### src/rtl/alu_exec_stage.sv
// Registered ALU execute stage with a two-entry (main + skid) output buffer.
// The main entry drives the outputs; the skid entry absorbs one extra result
// when the downstream stalls, so in_ready can come straight from a flop.
module alu_exec_stage #(
  parameter int WIDTH = 32,
  parameter int CNT_W = 16
) (
  input  logic             clk,
  input  logic             rst_n,
  input  logic             in_valid,
  output logic             in_ready,
  input  logic [3:0]       aluoperation,
  input  logic [WIDTH-1:0] src_a,
  input  logic [WIDTH-1:0] src_b,
  output logic             out_valid,
  input  logic             out_ready,
  output logic [WIDTH-1:0] result,
  output logic             zero,
  output logic             illegal_op,
  output logic [CNT_W-1:0] op_count
);

  localparam logic [3:0] OP_AND = 4'b0000;
  localparam logic [3:0] OP_OR  = 4'b0001;
  localparam logic [3:0] OP_ADD = 4'b0010;
  localparam logic [3:0] OP_SUB = 4'b0110;
  localparam logic [3:0] OP_SLT = 4'b0111;
  localparam logic [3:0] OP_NOR = 4'b1100;

  localparam logic [CNT_W-1:0] CNT_ONE = {{(CNT_W-1){1'b0}}, 1'b1};
  localparam logic [CNT_W-1:0] CNT_MAX = {CNT_W{1'b1}};

  // Unsupported codes yield zero so the flags stay self-consistent.
  function automatic logic [WIDTH-1:0] alu_calc(input logic [3:0] op,
                                               input logic [WIDTH-1:0] a,
                                               input logic [WIDTH-1:0] b);
    logic signed [WIDTH-1:0] sa;
    logic signed [WIDTH-1:0] sb;
    logic [WIDTH-1:0] res;
    sa  = a;
    sb  = b;
    res = '0;
    case (op)
      OP_AND:  res = a & b;
      OP_OR:   res = a | b;
      OP_ADD:  res = a + b;
      OP_SUB:  res = a - b;
      OP_SLT:  res = {{(WIDTH-1){1'b0}}, (sa < sb)};
      OP_NOR:  res = ~(a | b);
      default: res = '0;
    endcase
    return res;
  endfunction

  function automatic logic op_illegal(input logic [3:0] op);
    logic ill;
    case (op)
      OP_AND, OP_OR, OP_ADD, OP_SUB, OP_SLT, OP_NOR: ill = 1'b0;
      default:                                       ill = 1'b1;
    endcase
    return ill;
  endfunction

  // p0: combinational compute on the incoming operation
  logic [WIDTH-1:0] w_res_p0;
  logic             w_zero_p0;
  logic             w_ill_p0;

  assign w_res_p0  = alu_calc(aluoperation, src_a, src_b);
  assign w_ill_p0  = op_illegal(aluoperation);
  assign w_zero_p0 = (w_res_p0 == '0);

  // p1: main/skid buffer entries
  logic             r_main_vld_p1;
  logic [WIDTH-1:0] r_main_res_p1;
  logic             r_main_zero_p1;
  logic             r_main_ill_p1;
  logic             r_skid_vld_p1;
  logic [WIDTH-1:0] r_skid_res_p1;
  logic             r_skid_zero_p1;
  logic             r_skid_ill_p1;
  logic             r_in_ready;
  logic [CNT_W-1:0] r_cnt;

  logic w_acc;
  logic w_drain;
  logic w_load_main_new;
  logic w_load_skid;
  logic w_skid_to_main;
  logic w_main_vld_nxt;
  logic w_skid_vld_nxt;

  assign w_acc           = in_valid && r_in_ready;
  assign w_drain         = r_main_vld_p1 && out_ready;
  // Skid is never full while accepting, so these three are mutually exclusive.
  assign w_skid_to_main  = w_drain && r_skid_vld_p1;
  assign w_load_main_new = w_acc && (!r_main_vld_p1 || w_drain);
  assign w_load_skid     = w_acc && r_main_vld_p1 && !out_ready;

  // Next occupancy of both entries from the load/drain decisions.
  always_comb begin
    w_main_vld_nxt = r_main_vld_p1;
    w_skid_vld_nxt = r_skid_vld_p1;
    if (w_skid_to_main || w_load_main_new) begin
      w_main_vld_nxt = 1'b1;
    end else if (w_drain) begin
      w_main_vld_nxt = 1'b0;
    end
    if (w_load_skid) begin
      w_skid_vld_nxt = 1'b1;
    end else if (w_skid_to_main) begin
      w_skid_vld_nxt = 1'b0;
    end
  end

  // Occupancy flags and registered in_ready (low while skid holds a result).
  always_ff @(posedge clk or negedge rst_n) begin
    if (!rst_n) begin
      r_main_vld_p1 <= 1'b0;
      r_skid_vld_p1 <= 1'b0;
      r_in_ready    <= 1'b1;
    end else begin
      r_main_vld_p1 <= w_main_vld_nxt;
      r_skid_vld_p1 <= w_skid_vld_nxt;
      r_in_ready    <= !w_skid_vld_nxt;
    end
  end

  // Main entry payload; cleared on reset because it is visible on the outputs.
  always_ff @(posedge clk or negedge rst_n) begin
    if (!rst_n) begin
      r_main_res_p1  <= '0;
      r_main_zero_p1 <= 1'b0;
      r_main_ill_p1  <= 1'b0;
    end else if (w_skid_to_main) begin
      r_main_res_p1  <= r_skid_res_p1;
      r_main_zero_p1 <= r_skid_zero_p1;
      r_main_ill_p1  <= r_skid_ill_p1;
    end else if (w_load_main_new) begin
      r_main_res_p1  <= w_res_p0;
      r_main_zero_p1 <= w_zero_p0;
      r_main_ill_p1  <= w_ill_p0;
    end
  end

  // Skid entry payload; only meaningful while r_skid_vld_p1 is set.
  always_ff @(posedge clk) begin
    if (w_load_skid) begin
      r_skid_res_p1  <= w_res_p0;
      r_skid_zero_p1 <= w_zero_p0;
      r_skid_ill_p1  <= w_ill_p0;
    end
  end

  // Saturating count of completed output transfers.
  always_ff @(posedge clk or negedge rst_n) begin
    if (!rst_n) begin
      r_cnt <= '0;
    end else if (w_drain && (r_cnt != CNT_MAX)) begin
      r_cnt <= r_cnt + CNT_ONE;
    end
  end

  assign in_ready   = r_in_ready;
  assign out_valid  = r_main_vld_p1;
  assign result     = r_main_res_p1;
  assign zero       = r_main_zero_p1;
  assign illegal_op = r_main_ill_p1;
  assign op_count   = r_cnt;

endmodule

### config.mk
export PLATFORM = sky130hd
export DESIGN_NAME = alu_exec_stage
export DESIGN_NICKNAME = d
export VERILOG_FILES = /design/src/rtl/alu_exec_stage.sv
export SDC_FILE = /design/constraint.sdc
export NUM_CORES = 1
export LEC_CHECK = 0
export CAP_MARGIN = 25
export CORE_AREA = 2 2 177 179
export CTS_BUF_LIST = sky130_fd_sc_hd__clkbuf_4 sky130_fd_sc_hd__clkbuf_8
export DETAILED_ROUTE_END_ITERATION = 16
export DIE_AREA = 0 0 179 181
export RECOVER_POWER = 25
export SYNTH_ARGS = -nofsm -noshare
export SYNTH_HDL_FRONTEND = slang
export SYNTH_SLANG_ARGS = --single-unit
### constraint.sdc
create_clock -name clk -period 6 [get_ports clk]
set_input_delay 0.9 -clock clk [delete_from_list [all_inputs] [get_ports clk]]
set_output_delay 0.9 -clock clk [all_outputs]
set_load 0.1 [all_outputs]
=== After elaboration in Yosys (flattened, before gate mapping) ===
Index checks and enable logic that the tools add are counted.

* Flip-flop bits (word level): 87
* Word-level logic and storage cells: 52

* Add/sub/neg operators: 3
* $lt $le $gt $ge: 1
* Equality and inequality tests: 6
* Muxes and demuxes: 12
* Bitwise logic cells: 3
* Reduce and logical (&&, ||, !) cells: 17

{| class="wikitable"
|+ Operators with widths
! cell !! number
|-
| $pmux 32 s6 || 1
|-
| $mux 32 || 2
|-
| $add 32x32->32 || 1
|-
| $and 32x32->32 || 1
|-
| $logic_not 32->1 || 1
|-
| $lt 32x32->1 || 1
|-
| $not 32->32 || 1
|-
| $or 32x32->32 || 1
|-
| $sub 32x32->32 || 1
|-
| $add 16x1->16 const B || 1
|-
| $ne 16x16->1 const B || 1
|-
| $mux 1 || 9
|-
| $eq 4x3->1 const B || 2
|-
| $logic_and 1x1->1 || 7
|-
| $reduce_or 6->1 || 1
|-
| $eq 4x1->1 const B || 1
|-
| $eq 4x2->1 const B || 1
|-
| $eq 4x4->1 const B || 1
|-
| $logic_not 4->1 || 1
|-
| $reduce_bool 2->1 || 2
|-
| $logic_not 1->1 || 3
|-
| $logic_or 1x1->1 || 2
|}

=== Depth between registers and ports, before layout ===
* Depth after elaboration: 6
* Depth in mapped cells: 15
* Depth with buffers taken out: 15

=== Worst setup path after synthesis ===
Ideal clock, no wire load.

* Path kind: input to register
* Start: input src_a[0]
* End: register r_main_zero_p1, in the netlist zero
* Arrival: 3.974 ns
* Slack: 1.952 ns
* Cell stages on the path: 15
* Cell sequence: inv_1 ha_1 inv_1 fa_1 nor2b_1 o211ai_1 a21oi_1 nor2_1 mux2i_1 or4_4 or4_1 nor4_1 nand4_1 nand3b_1 a21oi_2

* Elaborated cells on any way between the ends: 10
* Classes of those cells: add/sub (2); order compare (1); mux (3); bitwise (3); reduce/logical (1)

{| class="wikitable"
|+ RTL lines
! element !! line !! RTL
|-
| start, declared || 13 || <nowiki>input logic [WIDTH-1:0] src_a,</nowiki>
|-
| $sub 32x32->32 / $add 32x32->32 (equally long branches) || 47, 46 ||
|-
| $pmux 32 s6 (*) || 43 || <nowiki>case (op)</nowiki>
|-
| via w_res_p0[20] || 65 || <nowiki>logic [WIDTH-1:0] w_res_p0;</nowiki>
|-
| $logic_not 32->1 (*) || 71 || <nowiki>assign w_zero_p0 = (w_res_p0 == '0);</nowiki>
|-
| $mux 1 (*) || 139 || <nowiki>end else if (w_load_main_new) begin</nowiki>
|-
| $mux 1 (*) || 135 || <nowiki>end else if (w_skid_to_main) begin</nowiki>
|-
| end signal, assigned || 137 || <nowiki>r_main_zero_p1 <= r_skid_zero_p1;</nowiki>
|-
| end signal, assigned || 141 || <nowiki>r_main_zero_p1 <= w_zero_p0;</nowiki>
|-
| end, declared || 76 || <nowiki>logic r_main_zero_p1;</nowiki>
|}

The timed path passes the listed nets; every way through them passes the cells marked *. The select of a mux whose other input is x is not followed.
A chain may end at the register's enable or synchronous reset.

=== Final worst setup path ===
* Start: input src_a[11]
* End: register r_main_zero_p1, in the netlist zero

Same word-level chain as after synthesis.

==> results.ini <==
[grt]
grtUsageTotal_pct = 21.3
grt_pass1_wl_mm = 54.1
grt_start_max_net_pins = 69
grt.overflow.total = 0
grt_pass1_vias = 9470
grt_antenna_before_repair = 1

[critical_path]
crit_chain = clkdlybuf4s50_1 > inv_1 > ha_1 > a21oi_1 > o221ai_1 > a31oi_1 > a2111oi_0 > mux2i_1 > nand2_1 > or4_1 > nor3_1 > nand4_1 > nand3b_1 > a21oi_2
r2r_start = op_count[7]
crit_fanout = 13
required_ns = 6.29
worstSetupStartpointType = input port
path_class = in2reg
rrSetupSlack_ns = 3.56
crit_path_start = src_a[11]
slowest_stage = a31oi_1
worstPathArrival_ns = 5.20
endpoint_kind = register
critPathCapture = zero
max_stage_delay_ns = 0.76
reg2regPathDepth = 11
r2r-end = op_count[15]

[synthesis]
ys_top_cells_by_count = 123 x nand2_1, 114 x a21oi_1, 108 x inv_1
netlist.area_leader.share_pct = 13.5
yosysMostFrequentCell = nand2_1
avgSynthCellArea_sq_um = 7.77
synth_area_leaders = dfrtp_1 14%, ha_1 13%, edfxtp_1 11%
syn_nets = 1417
synth_top_cell_by_area = dfrtp_1
seq_area_frac_synth_pct = 24.4
syn_area_sq_um = 9640
ys_ff_latch = 87
synth_cells = 1240
synthFlopType = dfrtp_1
synth_edf_count = 34
ys_warn_count = 0
async_reset_ff_share_pct = 60.9
yosysUniqueCellTypes = 86

[status]
violations = capacitance limit, slew limit
status = complete, but fails checks

[floorplanning]
initial_core_util_pct = 31.8
ios = 124
die_y_um = 181
dieArea_sq_um = 32400
rows = 64
die_x_um = 179
core-area_sq_um = 30300

[timing]
setup_tns_ns = 0
skew_ns = 0.0142
finalCriticalPeriod_ns = 4.91
finalCritPeriodShare_pct = 81.9
fin_ws_ns = 1.09
worst_pin_slew_ns = 2.99
grt_setup_unrepaired = no
fmax_mhz = 204
relSlewSlack_pct = -99.0
finalMaxSlewViolations = 54
finalSetupViolCount = 0
hold_viol = 0

[clocking]
cts_hold_buf = 0
cts.path.max_buffers = 2
cts_tree = built
cts.sinks = 87
ctsHtreeMaxLevel = 3
postCtsSetupRepairBufs = 0
cts_inserted_buffers = 9
cts.reportedPaths.clkPinSlew_ns = 0.09
cts.repair.resized = 0
worstSkewPairLatency_ns = 0.36
clock-root-buffer = clkbuf_8

[routing]
wl_per_cell_um = 20.2
vias_per_cell = 5.77
firstDrtPassIters = 5
drc = 0
finalWirelength_mm = 35.0
antenna_left = 0
vias = 10000
drtIter0Drc = 1028

[layout]
antenna_cells = 0
layout-drive-gt1-share_pct = 6.28
fin_nets = 1510
finalNonFillerCells = 1734
area_delta_synth_final_pct = 19.8
finish.instance_area_sq_um = 11500

[placed_design]
place_congestion = 0.913
dp.cells = 1717
placed_area_sq_um = 11300
port_buffers = 123
preCtsSetupSlack_ns = 0.743
post-dp-hpwl_mm = 27.4

[power]
vdd_ir_drop_max_v = 0.000166
total_power_w = 0.00351
p_leak_nw = 4.69
power_density_nw_per_um2 = 304

[worst_hold_path]
hold_path_class = reg2reg

[flow_run]
drv_cap = 1

==> logic make-up after synthesis <==
family | after synthesis | synth area share, %
muxes | 42 | 4.39
xor gates and xnor gates | 18 | 1.64
and+or+nand+nor | 408 | 21.0
AOI/OAI and AO/OA | 402 | 27.6
adders and majority gates | 105 | 13.8
buffers and inverters | 178 | 7.18
DFF | 87 | 24.4
==> placed cells by master (no fill, tap or decap), types with 22 or more instances in the layout <==
cell type / instances
a21oi_1: 113
nor3_1: 27
ha_1: 103
inv_1: 108
nand3_1: 24
edfxtp_1: 34
nor2_1: 92
buf_4: 23
nand2_1: 123
o31ai_1: 22
clkdlybuf4s50_1: 120
o21ai_0: 83
o211ai_1: 26
mux2i_1: 40
dfrtp_1: 52
==> worst max-delay path, delay by kind of cell <==
kind	cells	cell delay, ns
AOI/OAI and AO/OA	5	1.77
adders and majority gates	1	0.50
buffers and inverters	2	0.62
muxes	1	0.32
and+or+nand+nor	5	1.08
==> through the flow <==
step,hold slack (ns),util [%]
finish,0.446,38.0
global route,0.473,38.0
CTS,0.454,38.0
detailed placement,0.439,37.3
global placement,0.428,37.2
floorplan,0.424,-
==> layout make-up <==
type	count	area (sq um)
clock buffer	13	160
clock inverter	3	43.8
fill	3100	18800
inverter	111	417
multi-input combinational	975	6630
sequential	87	2350
tap	396	495
timing repair buffer	149	1450
==> report_power, final <==
part	switching [W]	total (W)	internal (W)
combinational	0.00163	0.00219	0.000567
clock	0.000201	0.000419	0.000218
sequential	0.000110	0.000902	0.000792
==> routing by layer <==
metal	track usage, %	part of all wire, %
met5	0	0
met4	6.99	2.6
met3	3.58	8.0
met2	32.8	44
met1	30.1	45
==> registers in the layout, indices dropped and copies added, names as in the netlist <==
signal	cells
illegal_op	1
result	32
r_skid_zero_p1	1
op_count	16
r_skid_vld_p1	1
zero	1
out_valid	1
in_ready	1
r_skid_ill_p1	1
r_skid_res_p1	32
==> worst min-delay path by stage <==
| stage | depth (start not counted) | from | slack, ns | end |
|---|---|---|---|---|
| 5_1_grt | 2 | r_skid_res_p1[28] | 0.47 | result[28] |
| 6_report | 2 | r_skid_res_p1[8] | 0.45 | result[8] |
| 3_3_place_gp | 2 | r_skid_res_p1[31] | 0.43 | result[31] |
| 4_1_cts | 2 | r_skid_res_p1[1] | 0.45 | result[1] |
| 3_5_place_dp | 2 | r_skid_res_p1[23] | 0.44 | result[23] |
| 2_1_floorplan | 2 | r_skid_res_p1[31] | 0.42 | result[31] |
Note: power is estimated with default switching activity, not from simulation.
